$ cat src/rtl/tank_pkg.sv
// tank_pkg: shared definitions for the tank bullet logic.
//   DEF_NUM_SLOTS        bullet instances owned by one tank
//   DEF_COOLDOWN_FRAMES  minimum frames between launches
//   DEF_ACK_TIMEOUT      frames to wait for a slot to report active
//   bullet_ctrl_state_t  launch controller states
//   clog2_min1           counter/index width helper that never returns 0
package tank_pkg;

   localparam int unsigned DEF_NUM_SLOTS       = 5;
   localparam int unsigned DEF_COOLDOWN_FRAMES = 12;
   localparam int unsigned DEF_ACK_TIMEOUT     = 3;

   typedef enum logic [1:0] {
      IDLE     = 2'd0,
      LAUNCH   = 2'd1,
      COOLDOWN = 2'd2
   } bullet_ctrl_state_t;

   function automatic int unsigned clog2_min1(input int unsigned v);
      return (v <= 1) ? 1 : $clog2(v);
   endfunction

endpackage

$ cat src/rtl/lowest_free_enc.sv
// lowest_free_enc: combinational priority encoder returning the lowest-index
// slot whose active flag is 0.
//   slot_active_i  per-slot active flags
//   idx_o          index of lowest inactive slot (0 when none)
//   found_o        1 when at least one slot is inactive
module lowest_free_enc
   import tank_pkg::*;
#(
   parameter int unsigned N  = DEF_NUM_SLOTS,
   parameter int unsigned IW = clog2_min1(DEF_NUM_SLOTS)
) (
   input  logic [N-1:0]  slot_active_i,
   output logic [IW-1:0] idx_o,
   output logic          found_o
);

   // Scan from the top down so the lowest free index is written last and wins.
   always_comb begin
      idx_o   = '0;
      found_o = 1'b0;
      for (int unsigned i = N; i > 0; i--) begin
         if (!slot_active_i[i-1]) begin
            idx_o   = IW'(i - 1);
            found_o = 1'b1;
         end
      end
   end

endmodule

$ cat src/rtl/bullet_pool_ctrl.sv
// bullet_pool_ctrl: turns fire key presses into one-hot create requests for a
// tank's bullet pool, waits for the chosen slot to go active, then enforces a
// cooldown before the next launch.
//   frame_clk    frame clock (rising edge)
//   Reset        asynchronous active-high reset
//   enable       game running; low forces IDLE
//   fire         fire key level
//   slot_active  per-slot is_bullet_active
//   create       one-hot create request, held through LAUNCH
//   launch_ok    one-frame pulse, slot confirmed active
//   launch_drop  one-frame pulse, no free slot or activation timeout
//   free_count   number of inactive slots (saturating at 7)
//   busy         state is not IDLE
module bullet_pool_ctrl
   import tank_pkg::*;
#(
   parameter int unsigned NUM_SLOTS       = DEF_NUM_SLOTS,
   parameter int unsigned COOLDOWN_FRAMES = DEF_COOLDOWN_FRAMES,
   parameter int unsigned ACK_TIMEOUT     = DEF_ACK_TIMEOUT
) (
   input  logic                 frame_clk,
   input  logic                 Reset,
   input  logic                 enable,
   input  logic                 fire,
   input  logic [NUM_SLOTS-1:0] slot_active,
   output logic [NUM_SLOTS-1:0] create,
   output logic                 launch_ok,
   output logic                 launch_drop,
   output logic [2:0]           free_count,
   output logic                 busy
);

   localparam int unsigned SEL_W = clog2_min1(NUM_SLOTS);
   localparam int unsigned CD_W  = clog2_min1(COOLDOWN_FRAMES);
   localparam int unsigned TO_W  = clog2_min1(ACK_TIMEOUT);

   localparam logic [CD_W-1:0] CD_LOAD = CD_W'(COOLDOWN_FRAMES - 1);
   localparam logic [TO_W-1:0] TO_LAST = TO_W'(ACK_TIMEOUT - 1);

   bullet_ctrl_state_t   state_q, state_d;
   logic                 fire_q;
   logic                 armed_q, armed_d;
   logic [SEL_W-1:0]     sel_q, sel_d;
   logic [NUM_SLOTS-1:0] create_q, create_d;
   logic                 ok_q, ok_d;
   logic                 drop_q, drop_d;
   logic [CD_W-1:0]      cd_q, cd_d;
   logic [TO_W-1:0]      to_q, to_d;

   logic                 fire_edge;
   logic [SEL_W-1:0]     free_idx;
   logic                 free_found;
   int unsigned          n_free;

   lowest_free_enc #(
      .N  (NUM_SLOTS),
      .IW (SEL_W)
   ) u_enc (
      .slot_active_i (slot_active),
      .idx_o         (free_idx),
      .found_o       (free_found)
   );

   // armed_q is low only for the first frame after reset; fire_q still samples
   // fire then, so a key already held at release cannot produce an edge.
   assign fire_edge = fire & ~fire_q & armed_q;

   always_comb begin
      state_d  = state_q;
      armed_d  = 1'b1;
      sel_d    = sel_q;
      create_d = create_q;
      ok_d     = 1'b0;
      drop_d   = 1'b0;
      cd_d     = cd_q;
      to_d     = to_q;

      if (!enable) begin
         state_d  = IDLE;
         create_d = '0;
         cd_d     = '0;
         to_d     = '0;
      end else begin
         unique case (state_q)
            IDLE: begin
               if (fire_edge) begin
                  if (free_found) begin
                     sel_d    = free_idx;
                     create_d = NUM_SLOTS'(1) << free_idx;
                     to_d     = '0;
                     state_d  = LAUNCH;
                  end else begin
                     drop_d = 1'b1;
                  end
               end
            end
            LAUNCH: begin
               if (slot_active[sel_q]) begin
                  ok_d     = 1'b1;
                  create_d = '0;
                  cd_d     = CD_LOAD;
                  state_d  = COOLDOWN;
               end else if (to_q == TO_LAST) begin
                  drop_d   = 1'b1;
                  create_d = '0;
                  cd_d     = CD_LOAD;
                  state_d  = COOLDOWN;
               end else begin
                  to_d = to_q + 1'b1;
               end
            end
            COOLDOWN: begin
               if (cd_q == '0) begin
                  state_d = IDLE;
               end else begin
                  cd_d = cd_q - 1'b1;
               end
            end
            default: begin
               state_d  = IDLE;
               create_d = '0;
            end
         endcase
      end
   end

   always_ff @(posedge frame_clk or posedge Reset) begin
      if (Reset) begin
         state_q  <= IDLE;
         fire_q   <= 1'b0;
         armed_q  <= 1'b0;
         sel_q    <= '0;
         create_q <= '0;
         ok_q     <= 1'b0;
         drop_q   <= 1'b0;
         cd_q     <= '0;
         to_q     <= '0;
      end else begin
         state_q  <= state_d;
         fire_q   <= fire;
         armed_q  <= armed_d;
         sel_q    <= sel_d;
         create_q <= create_d;
         ok_q     <= ok_d;
         drop_q   <= drop_d;
         cd_q     <= cd_d;
         to_q     <= to_d;
      end
   end

   always_comb begin
      n_free = 0;
      for (int unsigned i = 0; i < NUM_SLOTS; i++) begin
         if (!slot_active[i]) n_free = n_free + 1;
      end
      free_count = (n_free > 7) ? 3'd7 : 3'(n_free);
   end

   assign create      = create_q;
   assign launch_ok   = ok_q;
   assign launch_drop = drop_q;
   assign busy        = (state_q != IDLE);

endmodule

$ cat config.mk
export PLATFORM = sky130hd
export DESIGN_NAME = bullet_pool_ctrl
export DESIGN_NICKNAME = d
export VERILOG_FILES = /design/src/rtl/tank_pkg.sv /design/src/rtl/lowest_free_enc.sv /design/src/rtl/bullet_pool_ctrl.sv
export SDC_FILE = /design/constraint.sdc
export NUM_CORES = 1
export LEC_CHECK = 0
export BUFFER_PORTS_ARGS = -buffer_cell sky130_fd_sc_hd__clkbuf_2
export CAP_MARGIN = 10
export CORE_MARGIN = 5
export CORE_UTILIZATION = 47
export CTS_CLUSTER_DIAMETER = 150
export CTS_CLUSTER_SIZE = 10
export DETAILED_ROUTE_END_ITERATION = 6
export PLACE_DENSITY = 0.68
export SYNTH_ARGS = -nofsm -noshare
export SYNTH_HDL_FRONTEND = slang
export SYNTH_SLANG_ARGS = --single-unit
$ cat constraint.sdc
create_clock -name frame_clk -period 3.8 [get_ports frame_clk]
set_clock_uncertainty 0.1 [all_clocks]
set_input_delay 0.76 -clock frame_clk [delete_from_list [all_inputs] [get_ports frame_clk]]
set_output_delay 0.76 -clock frame_clk [all_outputs]
set_load 0.02 [all_outputs]
==> summary.json, run 1 <==
{
  "layout_common_cells": {"value": "sky130_fd_sc_hd__dfrtp_1, sky130_fd_sc_hd__clkbuf_2, sky130_fd_sc_hd__nand2_1"},
  "cell_at_the_root_of_the_clock_tree": {"value": "sky130_fd_sc_hd__clkbuf_4"},
  "rsz0062_at_grt": {"value": "no"},
  "finalWirelength": {"value": 2.51, "unit": "mm"},
  "ios": {"value": 20},
  "synth.net_count": {"value": 150},
  "ys.warnings.count": {"value": 0},
  "report.final.hold_viol_count": {"value": 0},
  "routed_via_density": {"value": 5.58},
  "slew_violations": {"value": 0},
  "dpl.hpwl": {"value": 1.96, "unit": "mm"},
  "ir_worst_vdd": {"value": 0.000285, "unit": "V"},
  "grt-busiest-layer": {"value": "met2"},
  "groute.layer.met3.usage": {"value": 4.50, "unit": "%"},
  "synth.distinct_cells": {"value": 42},
  "grt_first_pass_wirelength": {"value": 4.50, "unit": "mm"},
  "drt_first_iter_violations": {"value": 54},
  "synth_seq_area_share": {"value": 38.8, "unit": "%"},
  "final_min_period_over_clock_period": {"value": 96.2, "unit": "%"},
  "fin_worst_hold_slack": {"value": 402, "unit": "ps"},
  "post-route-cell-area": {"value": 1440, "unit": "um2"},
  "cell_type_of_the_slowest_stage_on_the_worst_timing_path": {"value": "sky130_fd_sc_hd__ha_1"},
  "setup_viol": {"value": 0},
  "synth_enable_flop_cells": {"value": 0},
  "synth_ff_type": {"value": "sky130_fd_sc_hd__dfrtp_1"},
  "first_global_vias": {"value": 999},
  "track_usage": {"value": 13.7, "unit": "%"},
  "final.setup.tns": {"value": 0, "unit": "ps"},
  "numCtsBuffers": {"value": 3},
  "worst_setup_path_start_kind": {"value": "primary input"},
  "globalRouteMet1Util": {"value": 17.7, "unit": "%"},
  "timing.fmax": {"value": 0.274, "unit": "GHz"},
  "worstPathRequired": {"value": 2940, "unit": "ps"},
  "critical-path-max-stage-delay": {"value": 320, "unit": "ps"},
  "chipWidth": {"value": 62.4, "unit": "um"},
  "post_drt_wl_per_cell": {"value": 13.7, "unit": "um"},
  "crit_chain": {"value": "clkbuf_2, inv_1, ha_1, xnor2_1, ha_1, mux2_2, ha_1, a22o_1, clkbuf_2"},
  "grt.met2_usage": {"value": 22.9, "unit": "%"},
  "worst-path-max-fanout": {"value": 8},
  "tritoncts": {"value": "yes"},
  "outcome": {"value": "finished, final reports clean"},
  "layout.cells.most_common": {"value": "sky130_fd_sc_hd__dfrtp_1"},
  "detailed_routing_iterations_pass_1": {"value": 4},
  "clock-sinks": {"value": 20},
  "ys_async_sr_fraction": {"value": 100, "unit": "%"},
  "antennaDiodeCount": {"value": 0},
  "ant_nets": {"value": 0},
  "leakage": {"value": 0.699, "unit": "nW"},
  "port-buffer-count": {"value": 19},
  "post_cts_buffers": {"value": 0},
  "total_drc_errors_in_the_routed_layout": {"value": 0},
  "timing.final.crit_period": {"value": 3650, "unit": "ps"},
  "gpl.final_weighted_congestion": {"value": 0.825},
  "fin_nets": {"value": 170},
  "clock_insertion_delay_worst_skew": {"value": 300, "unit": "ps"},
  "path_clk_slew": {"value": 110, "unit": "ps"},
  "power-per-cell-area": {"value": 337, "unit": "nW/um2"},
  "endpoint_arrival_time_on_the_critical_path": {"value": 2790, "unit": "ps"},
  "cap_viol_max_count": {"value": 0},
  "grt_max_degree": {"value": 21},
  "dieHeight": {"value": 62.4, "unit": "um"},
  "clock_buffer_depth": {"value": 2},
  "timing.slew.headroom": {"value": 50.4, "unit": "%"},
  "areaGrowthSynthToFinish": {"value": 11.7, "unit": "%"},
  "min-delay-path-class": {"value": "reg2reg"},
  "start_util": {"value": 48.0, "unit": "%"},
  "worst_setup_end_kind": {"value": "output port"},
  "synth_area_per_cell": {"value": 9.63, "unit": "um2"},
  "synth-seq-cells": {"value": 20},
  "num-fill-cells": {"value": 258},
  "dpl_cell_area": {"value": 1410, "unit": "um2"},
  "layout_cell_share_with_drive_strength_beyond_1": {"value": 27.5, "unit": "%"},
  "core": {"value": 2690, "unit": "um2"},
  "mappedNetlistArea": {"value": 1290, "unit": "um2"},
  "rows": {"value": 19},
  "worst_path_most_repeated_cell": {"value": "sky130_fd_sc_hd__ha_1"},
  "initial_antenna_violation_count": {"value": 0},
  "hold_buffers": {"value": 0},
  "die_area": {"value": 3890, "unit": "um2"},
  "netlist_instances": {"value": 134},
  "tightest_slew": {"value": 744, "unit": "ps"},
  "cts_resized": {"value": 0},
  "cts-htree-levels": {"value": 1},
  "gr-total-overflow": {"value": 0},
  "num_vias": {"value": 1027},
  "timing_worst_setup_path_type": {"value": "in2out"}
}
[flip-flops by register name, summed over array words and instances (netlist names)]
signal and flops:
create 5, cd_q 4, sel_q 3, state_q 2, to_q 2, armed_q 1
fire_q 1, launch_drop 1, launch_ok 1
[cell type report]
class	instances	area [um2]	share of cell area [%]
Tap cell	31	38.8	2.69
Timing Repair Buffer	19	95.1	6.60
Multi-Input combinational cell	97	722	50.1
Clock buffer	4	36.3	2.52
Inverter	13	48.8	3.39
Sequential cell	20	500	34.7
[final timing paths]
check                               startpoint            end  slack (ps)  cells past startpoint
worst max register to register         to_q[0]      create[2]        2020                      6
worst max-delay path            slot_active[0]  free_count[1]         150                      9
min in group asynchronous                Reset      create[4]         450                      2
max in group asynchronous                Reset        cd_q[1]        2680                      2
worst min-delay path                   to_q[0]        to_q[0]         400                      1
worst min register to register         to_q[0]        to_q[0]         400                      1
[stage by stage]
step                      setup WS [ps]  power [W]  utilization, %  std cells
after floorplan                     314   0.000336               -        134
after global placement              200   0.000365            52.3        180
after detailed placement            150   0.000369            52.3        180
after CTS                           149   0.000492            53.7        184
after global routing               61.8   0.000521            53.7        184
final                               145   0.000486            53.7        184
[power breakdown]
part	switching [W]	internal, W
Combinational	0.0000761	0.0000516
Sequential	0.0000122	0.000224
Clock	0.0000639	0.0000584
[critical path, delay by kind of cell]
kind,cells,cell delay [ps]
buffers and inverters,3,390
multiplexers,1,300
adder cells (fa/ha/maj),3,870
AO/OA/AOI/OAI,1,220
XOR/XNOR,1,250
[cells by family (layout without fill, tap and decap cells)]
logic type | Yosys count | after routing | synth area share, %
and+or+nand+nor | 51 | 51 | 20.8
AOI/OAI and AO/OA | 26 | 26 | 17.0
DFF | 20 | 20 | 38.8
buffers and inverters | 17 | 36 | 5.24
muxes | 9 | 9 | 9.12
adders and majority gates | 7 | 7 | 6.79
xor gates and xnor gates | 3 | 3 | 2.04
other | 1 | 1 | 0.291
[cell usage after synthesis (5+ instances only)]
library cell | n | area (um2)
sky130_fd_sc_hd__a21oi_1 | 8 | 40.0
sky130_fd_sc_hd__nor2_1 | 10 | 37.5
sky130_fd_sc_hd__dfrtp_1 | 20 | 500
sky130_fd_sc_hd__nor3_1 | 5 | 25.0
sky130_fd_sc_hd__ha_1 | 7 | 87.6
sky130_fd_sc_hd__inv_1 | 12 | 45.0
sky130_fd_sc_hd__nand2_1 | 16 | 60.1
sky130_fd_sc_hd__mux2_4 | 5 | 75.1
[metal layers]
metal	wire (um)	vias to the layer above	part of all wire [%]
li1	-	504	-
met1	1150	492	46
met2	1250	29	50
met3	106	2	4.2
met4	13	0	0.52
met5	0	-	0
Note: power is estimated with default switching activity, not from simulation.
==> run 2, diff against run 1 <==
CORE_MARGIN = unset   (was 5)
CTS_BUF_LIST = sky130_fd_sc_hd__clkbuf_8   (was unset)
==> summary.json, run 2 (same netlist as run 1, synthesis figures left out) <==
{
  "layout_common_cells": {"value": "sky130_fd_sc_hd__dfrtp_1, sky130_fd_sc_hd__clkbuf_2, sky130_fd_sc_hd__nand2_1"},
  "worst_setup_path_start_kind": {"value": "primary input"},
  "port-buffer-count": {"value": 19, "change": "unchanged"},
  "timing_worst_setup_path_type": {"value": "in2out"},
  "detailed_routing_iterations_pass_1": {"value": 4, "change": "unchanged"},
  "num_vias": {"value": 1013, "change": "-1.4%"},
  "chipWidth": {"value": 54.4, "unit": "um", "change": "-13%"},
  "clock_buffer_depth": {"value": 2, "change": "unchanged"},
  "start_util": {"value": 50.7, "unit": "%", "change": "+2.7 points"},
  "tightest_slew": {"value": 737, "unit": "ps", "change": "-6.10 ps"},
  "areaGrowthSynthToFinish": {"value": 12.6, "unit": "%"},
  "finalWirelength": {"value": 2.58, "unit": "mm", "change": "+2.7%"},
  "outcome": {"value": "finished, final reports clean"},
  "r2r_cells": {"value": 6, "change": "unchanged"},
  "track_usage": {"value": 20.2, "unit": "%", "change": "+6.6 points"},
  "final.setup.tns": {"value": 0, "unit": "ps", "change": "unchanged"},
  "first_global_vias": {"value": 958, "change": "-4.1%"},
  "crit_chain": {"value": "clkbuf_2, inv_1, ha_1, xnor2_2, ha_1, mux2_2, ha_1, a22o_1, clkbuf_2"},
  "total_drc_errors_in_the_routed_layout": {"value": 0, "change": "unchanged"},
  "drt_first_iter_violations": {"value": 10, "change": "-81%"},
  "multi_input_comb_area": {"value": 729, "unit": "um2", "change": "+1.0%"},
  "path_clk_slew": {"value": 70, "unit": "ps", "change": "-40 ps"},
  "layout.cells.most_common": {"value": "sky130_fd_sc_hd__dfrtp_1"},
  "layout_cell_share_with_drive_strength_beyond_1": {"value": 27.6, "unit": "%", "change": "+0.18 points"},
  "worst_setup_end_kind": {"value": "output port"},
  "path_length_in_cells_of_the_critical_path": {"value": 9, "change": "unchanged"},
  "dieHeight": {"value": 54.4, "unit": "um", "change": "-13%"},
  "worstSetupStartpoint": {"value": "slot_active[0]"},
  "worst-path-max-fanout": {"value": 8, "change": "unchanged"},
  "post_drt_wl_per_cell": {"value": 14.2, "unit": "um", "change": "+3.8%"},
  "fin_worst_hold_slack": {"value": 403, "unit": "ps", "change": "+1.34 ps"},
  "die_area": {"value": 2960, "unit": "um2", "change": "-24%"},
  "antennaDiodeCount": {"value": 0, "change": "unchanged"},
  "critPathBufInv": {"value": 3, "change": "unchanged"},
  "layoutNonFillerInstCount": {"value": 182, "change": "-1.1%"},
  "timing.final.crit_period": {"value": 3630, "unit": "ps", "change": "-28.5 ps"},
  "power-per-cell-area": {"value": 349, "unit": "nW/um2", "change": "+3.4%"},
  "ios": {"value": 20, "change": "unchanged"},
  "leakage": {"value": 0.705, "unit": "nW", "change": "+0.89%"},
  "slew_violations": {"value": 0, "change": "unchanged"},
  "tritoncts": {"value": "yes"},
  "routed_via_density": {"value": 5.57, "change": "-0.28%"},
  "report.final.hold_viol_count": {"value": 0, "change": "unchanged"},
  "cap_viol_max_count": {"value": 0, "change": "unchanged"},
  "hold_buffers": {"value": 0, "change": "unchanged"},
  "post-route-cell-area": {"value": 1450, "unit": "um2", "change": "+0.78%"},
  "timing.fmax": {"value": 0.276, "unit": "GHz", "change": "+0.79%"},
  "critical-path-max-stage-delay": {"value": 340, "unit": "ps", "change": "+20 ps"},
  "rsz0062_at_grt": {"value": "no"},
  "endpoint_arrival_time_on_the_critical_path": {"value": 2770, "unit": "ps", "change": "-20 ps"},
  "grt_first_pass_wirelength": {"value": 4.33, "unit": "mm", "change": "-3.8%"},
  "worst_hold_path.num_cells": {"value": 1, "change": "unchanged"},
  "final_min_period_over_clock_period": {"value": 95.4, "unit": "%", "change": "-0.75 points"},
  "gpl.final_weighted_congestion": {"value": 0.819, "change": "-0.69%"},
  "cts-htree-levels": {"value": 1, "change": "unchanged"},
  "min-delay-path-class": {"value": "reg2reg"},
  "setup_viol": {"value": 0, "change": "unchanged"},
  "layout.area.seq": {"value": 500, "unit": "um2", "change": "unchanged"},
  "clock-sinks": {"value": 20, "change": "unchanged"},
  "dpl_cell_area": {"value": 1400, "unit": "um2", "change": "about the same"},
  "largest_register_ff_count": {"value": 5, "change": "unchanged"},
  "fin_ws": {"value": 174, "unit": "ps", "change": "+28.5 ps"},
  "grt_max_degree": {"value": 21, "change": "unchanged"},
  "dpl.hpwl": {"value": 2.02, "unit": "mm", "change": "+2.9%"},
  "core": {"value": 2540, "unit": "um2", "change": "-5.3%"},
  "cell_at_the_root_of_the_clock_tree": {"value": "sky130_fd_sc_hd__clkbuf_8"},
  "timing.slew.headroom": {"value": 50.8, "unit": "%", "change": "+0.41 points"},
  "rows": {"value": 18, "change": "-1"},
  "ant_nets": {"value": 0, "change": "unchanged"},
  "worstReg2RegStart": {"value": "to_q[0]"},
  "gr-total-overflow": {"value": 0, "change": "unchanged"},
  "clock_insertion_delay_worst_skew": {"value": 260, "unit": "ps", "change": "-40 ps"},
  "initial_antenna_violation_count": {"value": 0, "change": "unchanged"},
  "fin_nets": {"value": 170, "change": "unchanged"},
  "cell_type_of_the_slowest_stage_on_the_worst_timing_path": {"value": "sky130_fd_sc_hd__ha_1"},
  "numCtsBuffers": {"value": 3, "change": "unchanged"},
  "holdCritStartpoint": {"value": "to_q[0]"},
  "ir_worst_vdd": {"value": 0.000271, "unit": "V", "change": "-4.9%"},
  "pre_cts_slack": {"value": 133, "unit": "ps", "change": "-16.7 ps"},
  "numPlacedInstances": {"value": 179, "change": "-0.56%"},
  "post_cts_buffers": {"value": 0, "change": "unchanged"},
  "critical-path-top-delay-family": {"value": "adder cells"},
  "worstPathRequired": {"value": 2940, "unit": "ps", "change": "about the same"},
  "num-fill-cells": {"value": 235, "change": "-8.9%"},
  "worst_path_most_repeated_cell": {"value": "sky130_fd_sc_hd__ha_1"}
}
==> run 2: cell types whose count changed in the layout (fill, tap and decap cells not counted), sizes merged <==
cell	delta
clkbuf	-1
==> run 2: timing repair <==
item / in CTS / in global routing
hold endpoints to repair: 0 / 0
resized for setup: 0 / 1
setup endpoints to repair: 0 / 1
==> run 2: layout make-up <==
type                       instances  area share, %
multi-input combinational         97           50.2
clock buffer                       3           2.84
inverter                          13           3.36
timing repair buffer              19           6.55
sequential                        20           34.5
tap                               30           2.58
==> run 2: per-stage QoR <==
stage / util (%) / total power (W)
5_1_grt: 57.1 / 0.000537
3_5_place_dp: 55.2 / 0.000371
2_1_floorplan: - / 0.000336
6_report: 57.1 / 0.000507
3_3_place_gp: 55.2 / 0.000365
4_1_cts: 56.8 / 0.000510
==> run 2: report_power, final <==
group	switching (W)	internal (W)
Combinational	0.0000792	0.0000529
Sequential	0.0000123	0.000224
Clock	0.0000675	0.0000707
==> run 2: final timing paths <==
kind,endpoint,slack [ps]
min,to_q[0],400
max in group asynchronous,sel_q[2],2630
min in group asynchronous,launch_drop,510
max,free_count[1],170
min reg2reg,to_q[0],400
max reg2reg,create[2],2060
==> run 2: layer usage <==
layer | vias up | share of wire [%] | GRT usage, %
met5 | - | 0 | 0
met4 | 0 | 0.58 | 2.99
met3 | 3 | 4.2 | 5.00
met2 | 25 | 48 | 34.6
met1 | 479 | 47 | 26.1
li1 | 506 | - | -
==> run 2: worst register-to-register path: stages (launching register included) <==
cell,delay (ps)
sky130_fd_sc_hd__dfrtp_1,360
sky130_fd_sc_hd__inv_1,50
sky130_fd_sc_hd__ha_1,240
sky130_fd_sc_hd__nor4_2,240
sky130_fd_sc_hd__o211ai_4,180
sky130_fd_sc_hd__nand2_4,150
sky130_fd_sc_hd__mux2_4,310
